### config.mk
export PLATFORM = sky130hd
export DESIGN_NAME = ahb_sram_slave_if_flat
export DESIGN_NICKNAME = d
export VERILOG_FILES = /design/src/rtl/ahb_sram_slave_if_if.sv /design/src/rtl/ahb_sram_slave_if.sv /design/src/flat_wrapper.sv
export SDC_FILE = /design/constraint.sdc
export NUM_CORES = 1
export LEC_CHECK = 0
export BUFFER_PORTS_ARGS = -buffer_cell sky130_fd_sc_hd__buf_2
export CAP_MARGIN = 30
export CORE_MARGIN = 5
export CORE_UTILIZATION = 27
export CTS_CLUSTER_SIZE = 14
export DETAILED_ROUTE_END_ITERATION = 8
export PLACE_DENSITY = 0.81
export SYNTH_ARGS = -nofsm -noshare
export SYNTH_HDL_FRONTEND = slang
export SYNTH_SLANG_ARGS = --single-unit
### constraint.sdc
create_clock -name HCLK -period 1.35 [get_ports HCLK]
set_input_delay 0.27 -clock HCLK [delete_from_list [all_inputs] [get_ports HCLK]]
set_output_delay 0.27 -clock HCLK [all_outputs]
set_load 0.02 [all_outputs]
### src/rtl/ahb_sram_slave_if_if.sv
// AHB-Lite bus bundle for the SRAM slave front end.
// The master modport is the interconnect/bench side, the slave modport is
// the ahb_sram_slave_if side.
interface ahb_sram_slave_if_if #(
  parameter int AHB_DWIDTH = 32
) ();
  logic                  HSEL;
  logic [31:0]           HADDR;
  logic [1:0]            HTRANS;
  logic                  HWRITE;
  logic [2:0]            HSIZE;
  logic                  HREADY;
  logic [AHB_DWIDTH-1:0] HWDATA;
  logic                  HREADYOUT;
  logic [1:0]            HRESP;
  logic [AHB_DWIDTH-1:0] HRDATA;

  modport master (
    output HSEL, HADDR, HTRANS, HWRITE, HSIZE, HREADY, HWDATA,
    input  HREADYOUT, HRESP, HRDATA
  );

  modport slave (
    input  HSEL, HADDR, HTRANS, HWRITE, HSIZE, HREADY, HWDATA,
    output HREADYOUT, HRESP, HRDATA
  );
endinterface

### src/rtl/ahb_sram_slave_if.sv
// AHB-Lite slave front end for the on-chip SRAM path.
// Each accepted transfer becomes a one-cycle ahbsram_req pulse; wait states
// are inserted until the SRAM controller acks. With the controller's fixed
// one-cycle ack latency every data phase lasts 3 cycles.
// Optional feature: define AHB_SRAM_ALIGN_CHK_EN to answer misaligned
// transfers with a two-cycle ERROR response instead of forwarding them.
module ahb_sram_slave_if #(
  parameter int AHB_DWIDTH = 32,
  parameter int ADD_WIDTH  = 11
) (
  input  logic                  HCLK,
  input  logic                  aresetn,
  ahb_sram_slave_if_if.slave    ahb,
  output logic                  ahbsram_req,
  output logic                  ahbsram_write,
  output logic [2:0]            ahbsram_size,
  output logic [ADD_WIDTH-1:0]  ahbsram_addr,
  output logic [AHB_DWIDTH-1:0] ahbsram_wdata,
  input  logic                  sramahb_ack,
  input  logic [AHB_DWIDTH-1:0] sramahb_rdata
);

  localparam logic [1:0] RESP_OKAY  = 2'b00;
  localparam logic [1:0] RESP_ERROR = 2'b01;

  typedef enum logic [2:0] {
    ST_IDLE = 3'd0,
    ST_REQ  = 3'd1,
    ST_WAIT = 3'd2,
    ST_ERR1 = 3'd3,
    ST_ERR2 = 3'd4
  } state_t;

  state_t                 state_r;
  logic                   hreadyout_r;
  logic [1:0]             hresp_r;
  logic                   req_r;
  logic                   write_r;
  logic [2:0]             size_r;
  logic [ADD_WIDTH-1:0]   addr_r;
  logic                   valid_s;
  logic                   misalign_s;
  logic                   unused_s;

`ifdef AHB_SRAM_ALIGN_CHK_EN
  // A transfer is misaligned when its address is not a multiple of its size;
  // anything wider than a word cannot be served on a 32-bit bus.
  function automatic logic misaligned_f(input logic [2:0] size, input logic [1:0] addr_lo);
    logic bad;
    case (size)
      3'b000:  bad = 1'b0;
      3'b001:  bad = addr_lo[0];
      3'b010:  bad = (addr_lo != 2'b00);
      default: bad = 1'b1;
    endcase
    return bad;
  endfunction
`endif

  assign valid_s = ahb.HSEL & ahb.HREADY & ahb.HTRANS[1];

  // Flag address phases that must be answered with an error response.
  always_comb begin
`ifdef AHB_SRAM_ALIGN_CHK_EN
    misalign_s = misaligned_f(ahb.HSIZE, ahb.HADDR[1:0]);
`else
    misalign_s = 1'b0;
`endif
  end

  // Transfer FSM: state, registered bus response, command pulse and the
  // latched address-phase attributes (held until the next accepted phase).
  always_ff @(posedge HCLK or negedge aresetn) begin
    if (!aresetn) begin
      state_r     <= ST_IDLE;
      hreadyout_r <= 1'b1;
      hresp_r     <= RESP_OKAY;
      req_r       <= 1'b0;
      write_r     <= 1'b0;
      size_r      <= 3'b000;
      addr_r      <= {ADD_WIDTH{1'b0}};
    end else begin
      req_r <= 1'b0;
      case (state_r)
        ST_IDLE, ST_ERR2: begin
          if (valid_s) begin
            addr_r  <= ahb.HADDR[ADD_WIDTH-1:0];
            size_r  <= ahb.HSIZE;
            write_r <= ahb.HWRITE;
            if (misalign_s) begin
              state_r     <= ST_ERR1;
              hreadyout_r <= 1'b0;
              hresp_r     <= RESP_ERROR;
            end else begin
              state_r     <= ST_REQ;
              req_r       <= 1'b1;
              hreadyout_r <= 1'b0;
              hresp_r     <= RESP_OKAY;
            end
          end else begin
            state_r     <= ST_IDLE;
            hreadyout_r <= 1'b1;
            hresp_r     <= RESP_OKAY;
          end
        end
        ST_REQ: begin
          state_r     <= ST_WAIT;
          hreadyout_r <= 1'b0;
          hresp_r     <= RESP_OKAY;
        end
        ST_WAIT: begin
          if (sramahb_ack) begin
            state_r     <= ST_IDLE;
            hreadyout_r <= 1'b1;
          end else begin
            state_r     <= ST_WAIT;
            hreadyout_r <= 1'b0;
          end
          hresp_r <= RESP_OKAY;
        end
        ST_ERR1: begin
          state_r     <= ST_ERR2;
          hreadyout_r <= 1'b1;
          hresp_r     <= RESP_ERROR;
        end
        default: begin
          state_r     <= ST_IDLE;
          hreadyout_r <= 1'b1;
          hresp_r     <= RESP_OKAY;
        end
      endcase
    end
  end

  assign ahb.HREADYOUT  = hreadyout_r;
  assign ahb.HRESP      = hresp_r;
  assign ahb.HRDATA     = sramahb_rdata;
  assign ahbsram_req    = req_r;
  assign ahbsram_write  = write_r;
  assign ahbsram_size   = size_r;
  assign ahbsram_addr   = addr_r;
  assign ahbsram_wdata  = ahb.HWDATA;

  // Upper address bits alias the SRAM; HTRANS[0] only separates SEQ/NONSEQ.
  assign unused_s = ^{ahb.HADDR[31:ADD_WIDTH], ahb.HTRANS[0]};

endmodule

### src/flat_wrapper.sv
// flat-port wrapper written by rule: the top's interface ports become plain ports
module ahb_sram_slave_if_flat 
#(
  parameter int AHB_DWIDTH = 32,
  parameter int ADD_WIDTH  = 11
)
  (HCLK, aresetn, ahbsram_req, ahbsram_write, ahbsram_size, ahbsram_addr, ahbsram_wdata, sramahb_ack, sramahb_rdata, ahb_HSEL, ahb_HADDR, ahb_HTRANS, ahb_HWRITE, ahb_HSIZE, ahb_HREADY, ahb_HWDATA, ahb_HREADYOUT, ahb_HRESP, ahb_HRDATA);
  ahb_sram_slave_if_if #(.AHB_DWIDTH(AHB_DWIDTH)) ahb_i ();
  input  logic HCLK;
  input  logic aresetn;
  output logic ahbsram_req;
  output logic ahbsram_write;
  output logic [2:0] ahbsram_size;
  output logic [ADD_WIDTH-1:0] ahbsram_addr;
  output logic [AHB_DWIDTH-1:0] ahbsram_wdata;
  input  logic sramahb_ack;
  input  logic [AHB_DWIDTH-1:0] sramahb_rdata;
  input wire logic [$bits(ahb_i.HSEL)-1:0] ahb_HSEL;
  input wire logic [$bits(ahb_i.HADDR)-1:0] ahb_HADDR;
  input wire logic [$bits(ahb_i.HTRANS)-1:0] ahb_HTRANS;
  input wire logic [$bits(ahb_i.HWRITE)-1:0] ahb_HWRITE;
  input wire logic [$bits(ahb_i.HSIZE)-1:0] ahb_HSIZE;
  input wire logic [$bits(ahb_i.HREADY)-1:0] ahb_HREADY;
  input wire logic [$bits(ahb_i.HWDATA)-1:0] ahb_HWDATA;
  output wire logic [$bits(ahb_i.HREADYOUT)-1:0] ahb_HREADYOUT;
  output wire logic [$bits(ahb_i.HRESP)-1:0] ahb_HRESP;
  output wire logic [$bits(ahb_i.HRDATA)-1:0] ahb_HRDATA;
  assign ahb_i.HSEL = ahb_HSEL;
  assign ahb_i.HADDR = ahb_HADDR;
  assign ahb_i.HTRANS = ahb_HTRANS;
  assign ahb_i.HWRITE = ahb_HWRITE;
  assign ahb_i.HSIZE = ahb_HSIZE;
  assign ahb_i.HREADY = ahb_HREADY;
  assign ahb_i.HWDATA = ahb_HWDATA;
  assign ahb_HREADYOUT = ahb_i.HREADYOUT;
  assign ahb_HRESP = ahb_i.HRESP;
  assign ahb_HRDATA = ahb_i.HRDATA;
  ahb_sram_slave_if #(.AHB_DWIDTH(AHB_DWIDTH), .ADD_WIDTH(ADD_WIDTH)) u_core (.HCLK(HCLK), .aresetn(aresetn), .ahb(ahb_i), .ahbsram_req(ahbsram_req), .ahbsram_write(ahbsram_write), .ahbsram_size(ahbsram_size), .ahbsram_addr(ahbsram_addr), .ahbsram_wdata(ahbsram_wdata), .sramahb_ack(sramahb_ack), .sramahb_rdata(sramahb_rdata));
endmodule
* Yosys cells after proc, flatten, opt, wreduce, memory -nomap -nowiden
Cells that the tools add are included.
Storage, ports and cells: register bits 21, input port bits 107, output and inout bits 83, word-level logic and storage cells 25
Cells by class: equality and inequality tests 4, multiplexer cells 9, bitwise operators 2, reductions and logical operators 3
Operator list (count):
- $pmux W3 S4 | 1
- $eq A3 B2 Y1 const B | 2
- $mux W1 | 6
- $eq A3 B1 Y1 const B | 1
- $eq A3 B3 Y1 const B | 1
- $logic_not A3 Y1 | 1
- $pmux W1 S3 | 1
- $and A1 B1 Y1 | 2
- $mux W2 | 1
- $reduce_and A2 Y1 | 1
- $reduce_or A2 Y1 | 1

* Depth between registers and ports, before layout
depth in word-level cells 4, mapped depth 5, gate-level depth less buffers 3

* Worst setup path after synthesis
OpenSTA, ideal clock, no wires.
path kind flip-flop to flip-flop, start register u_core.state_r[1], end register u_core.addr_r[4], in the netlist u_core.ahbsram_addr[4], library setup time 125 ps, data arrival time 1296 ps, required time 1225 ps, slack -71 ps, cell stages (with the launch flop) 6, buffers on the path 2, period minus slack after synthesis 1421 ps, cells stage by stage dfrtp_1 > nor2_2 > and4_4 > buf_6 > buf_12 > mux2_4
On the way: word-level cells in the longest chain between the ends 3, elaborated cells between the ends (all ways) 4, those cells by class 1 x eq/ne; 3 x reduce/logical
RTL lines:
- start: declaration | RTL line ahb_sram_slave_if.sv:34 | state_t state_r;
- start signal: assignment | RTL line ahb_sram_slave_if.sv:75 | state_r <= ST_IDLE;
- start signal: assignment | RTL line ahb_sram_slave_if.sv:91 | state_r <= ST_ERR1;
- start signal: assignment | RTL line ahb_sram_slave_if.sv:95 | state_r <= ST_REQ;
- $eq A3 B3 Y1 / $logic_not A3 Y1 (equally long branches) | RTL line ahb_sram_slave_if.sv:84 | case (state_r)
- $reduce_or A2 Y1 (*) | RTL line ahb_sram_slave_if.sv:84
- $reduce_and A2 Y1 (no line) (*)
- end signal: assignment | RTL line ahb_sram_slave_if.sv:81 | addr_r <= {ADD_WIDTH{1'b0}};
- end signal: assignment | RTL line ahb_sram_slave_if.sv:87 | addr_r <= ahb.HADDR[ADD_WIDTH-1:0];
- end: declaration | RTL line ahb_sram_slave_if.sv:40 | logic [ADD_WIDTH-1:0] addr_r;
Every way passes the cells marked *; elsewhere a longest branch is shown, timed or not. A chain may end at the register's enable or synchronous reset.

* Worst setup path after layout
start register u_core.state_r[0], end register u_core.addr_r[9], in the netlist u_core.ahbsram_addr[9]
Same word-level chain as after synthesis.

==> qor.csv <==
metric,value,unit
ys.flop_type,dfrtp_1,
ant_nets,0,
worstRegToRegCells,4,
ctsLongestPathBuffers,2,
start_util,27.9,%
cp_num_cells,4,
violations,negative setup slack,
syn_nets,224,
ys_warn_count,0,
clk_pin_slew,80,ps
grtUsageTotal,7.18,%
area_delta_synth_final,-6.42,%
synth-seq-area-share,39.8,%
num_antenna_cells,0,
cts_tree,built,
final.period_utilization,100,%
rows,25,
period_minus_slack,1350,ps
grt_pass1_vias,628,
path_class,register to register,
hold_viol_final,0,
final_layout_size_suffix_gt1_share,68.0,%
die_h,80.1,µm
yosys.cell_types.count,16,
drt-total-wl,2410,µm
port_buffers,38,
htree_levels,1,
grt_max_degree,22,
grt_pass1_wl,3420,µm
cp_max_fo,8,
crit_end,u_core.ahbsram_addr[9],
overflow,0,
outcome,finished with violations,
fin_ws,-4.03,ps
core-area,0.00475,mm²
final_area,0.00124,mm²
hpwl,1860,µm
insertion_delay,250,ps
placed_cell_area,0.00114,mm²
synth_commonest_cells,"buf_4, dfrtp_1, mux2_4",
max_cap_violations,0,
clock-root-buffer,clkbuf_8,
p_leak,0.625,nW
r2r-start,u_core.state_r[0],
cts_sinks,21,
synth_xor_area_share,0,%
postLayoutCoreUtil,26.1,%
die_area,0.00641,mm²
synth_top_area_share,37.8,%
r2r_end,u_core.ahbsram_addr[9],
synth-edff-count,0,
hold_path_class,primary input to register,
critPathSlowestCell,dfrtp_1,
timing.critical_path.buf_inv,1,
synth_top_family_by_area,buffers and inverters,
start_kind,register,
skew,3.99,ps
antenna_found_initial,0,
netlist_top_cells_area,"dfrtp_1, buf_4, mux2_4",
post-route-drc-count,0,
startpoint,u_core.state_r[0],
yosys_register_bits,21,
rsz0062_at_grt,true,
vdd_drop_max,0.000463,V
cts_buffers,3,
first_pass_iters,4,
via_per_inst,3.86,
yosys.area_share.adder,0,%
r2r_setup_slack,-4,ps
cp.required,1490,ps
setup_viol,1,
synth-simple-area-share,4.25,%
io_pins,190,
fin_nets,208,
via_count,645,
worstPathCellList,"nor2_2, and4_4, buf_12, mux2_4",
fmax,739,MHz
syn_area,0.00133,mm²
synth.most_common_cell,buf_4,
muxShareOfSynthArea,15.8,%
crit_family,simple AND/OR/NAND/NOR gates,
async_reset_ff_share,100,%
post_drt_wl_per_cell,14.4,µm
powerDensity,1430,mW/mm²
drt_iter0_drc,14,
yosysTopAreaCell,dfrtp_1,
critPathMaxStageDelay,390,ps
synth_compound_area_share,0.755,%
arrival,1490,ps
fin_hold_ws,241,ps
place.gp.congestion,0.599,
final_max_slew_viol_count,0,
die_w,80.1,µm
avgSynthCellArea,11.3,µm²
synthCells,117,
cp-end-kind,register,
## worst register-to-register path: stages, from the launching register on
cell and delay, ps:
dfrtp_1 390, nor2_2 140, and4_4 260, buf_12 140, mux2_4 300
## layer usage
metal | global-route usage (%) | vias up | share of wire (%) | wire length (µm)
met5 | 0 | - | 0 | 0
met4 | 4.56 | 0 | 3.4 | 81
met3 | 4.82 | 20 | 14 | 348
met2 | 10.7 | 50 | 46 | 1100
met1 | 7.33 | 305 | 36 | 875
li1 | - | 270 | - | -
## how the worst min path moves through the flow
stage | startpoint | endpoint | slack, ps | depth (start not counted)
global route | ahb_HADDR[2] | u_core.ahbsram_addr[2] | 230 | 2
finish | ahb_HSIZE[2] | u_core.ahbsram_size[2] | 240 | 2
CTS | ahb_HSIZE[2] | u_core.ahbsram_size[2] | 230 | 2
detailed placement | aresetn | u_core.ahbsram_addr[4] | 250 | 1
floorplan | aresetn | u_core.ahb.HRESP[0] | -30 | 0
global placement | aresetn | u_core.ahbsram_addr[4] | 250 | 1
## placed cells by master, fill, tap and decap left out, drive strengths merged
master	n
nand2	1
mux2	15
conb	1
o21ai	2
clkinv	1
nor2b	1
buf	45
and4	2
clkbuf	3
dfstp	1
dlygate4sd3	1
mux2i	1
dfrtp	20
nor2	6
## report_power, final
group	internal [mW]	switching (mW)	total [mW]
logic	0.282	0.284	0.565
clock network	0.205	0.196	0.401
registers	0.754	0.0553	0.809
total	1.24	0.535	1.78
## per-stage QoR
step	TNS (ps)	instances	total power [mW]	setup WS, ps
floorplan	-422	117	1.43	-52.7
global placement	0	160	1.33	12.3
detailed placement	-15.9	160	1.35	-9.44
CTS	-159	166	1.81	-17.5
global route	-858	167	1.89	-65.1
finish	-4.03	167	1.78	-4.03
## repair_timing
action,4_1_cts,5_1_grt
hold buffers,1,0
hold endpoints to repair,20,0
setup endpoints to repair,13,15
resized for setup,7,0
pin swaps,2,2
setup buffers,1,1
## area by class of cell
class,instances,area [µm²]
fill,508,3510
clock inverter,1,5.00
multi-input combinational,29,305
tap,67,83.8
timing repair buffer,46,278
sequential,21,527
clock buffer,3,41.3
## registers in the layout (all words and copies together), names as in the netlist
register	cells
u_core.ahbsram_write	1
u_core.ahb.HREADYOUT	1
u_core.ahbsram_req	1
u_core.ahbsram_addr	11
u_core.ahb.HRESP	1
u_core.state_r	3
u_core.ahbsram_size	3
## kinds of logic (layout without fill, tap and decap cells)
group	after synthesis	count (layout)
buffers and inverters	67	50
multiplexers	16	16
other	1	1
AO/OA/AOI/OAI	2	2
AND/OR/NAND/NOR	10	10
flip-flops	21	21
No activity file was read; power rests on OpenSTA's default activity.
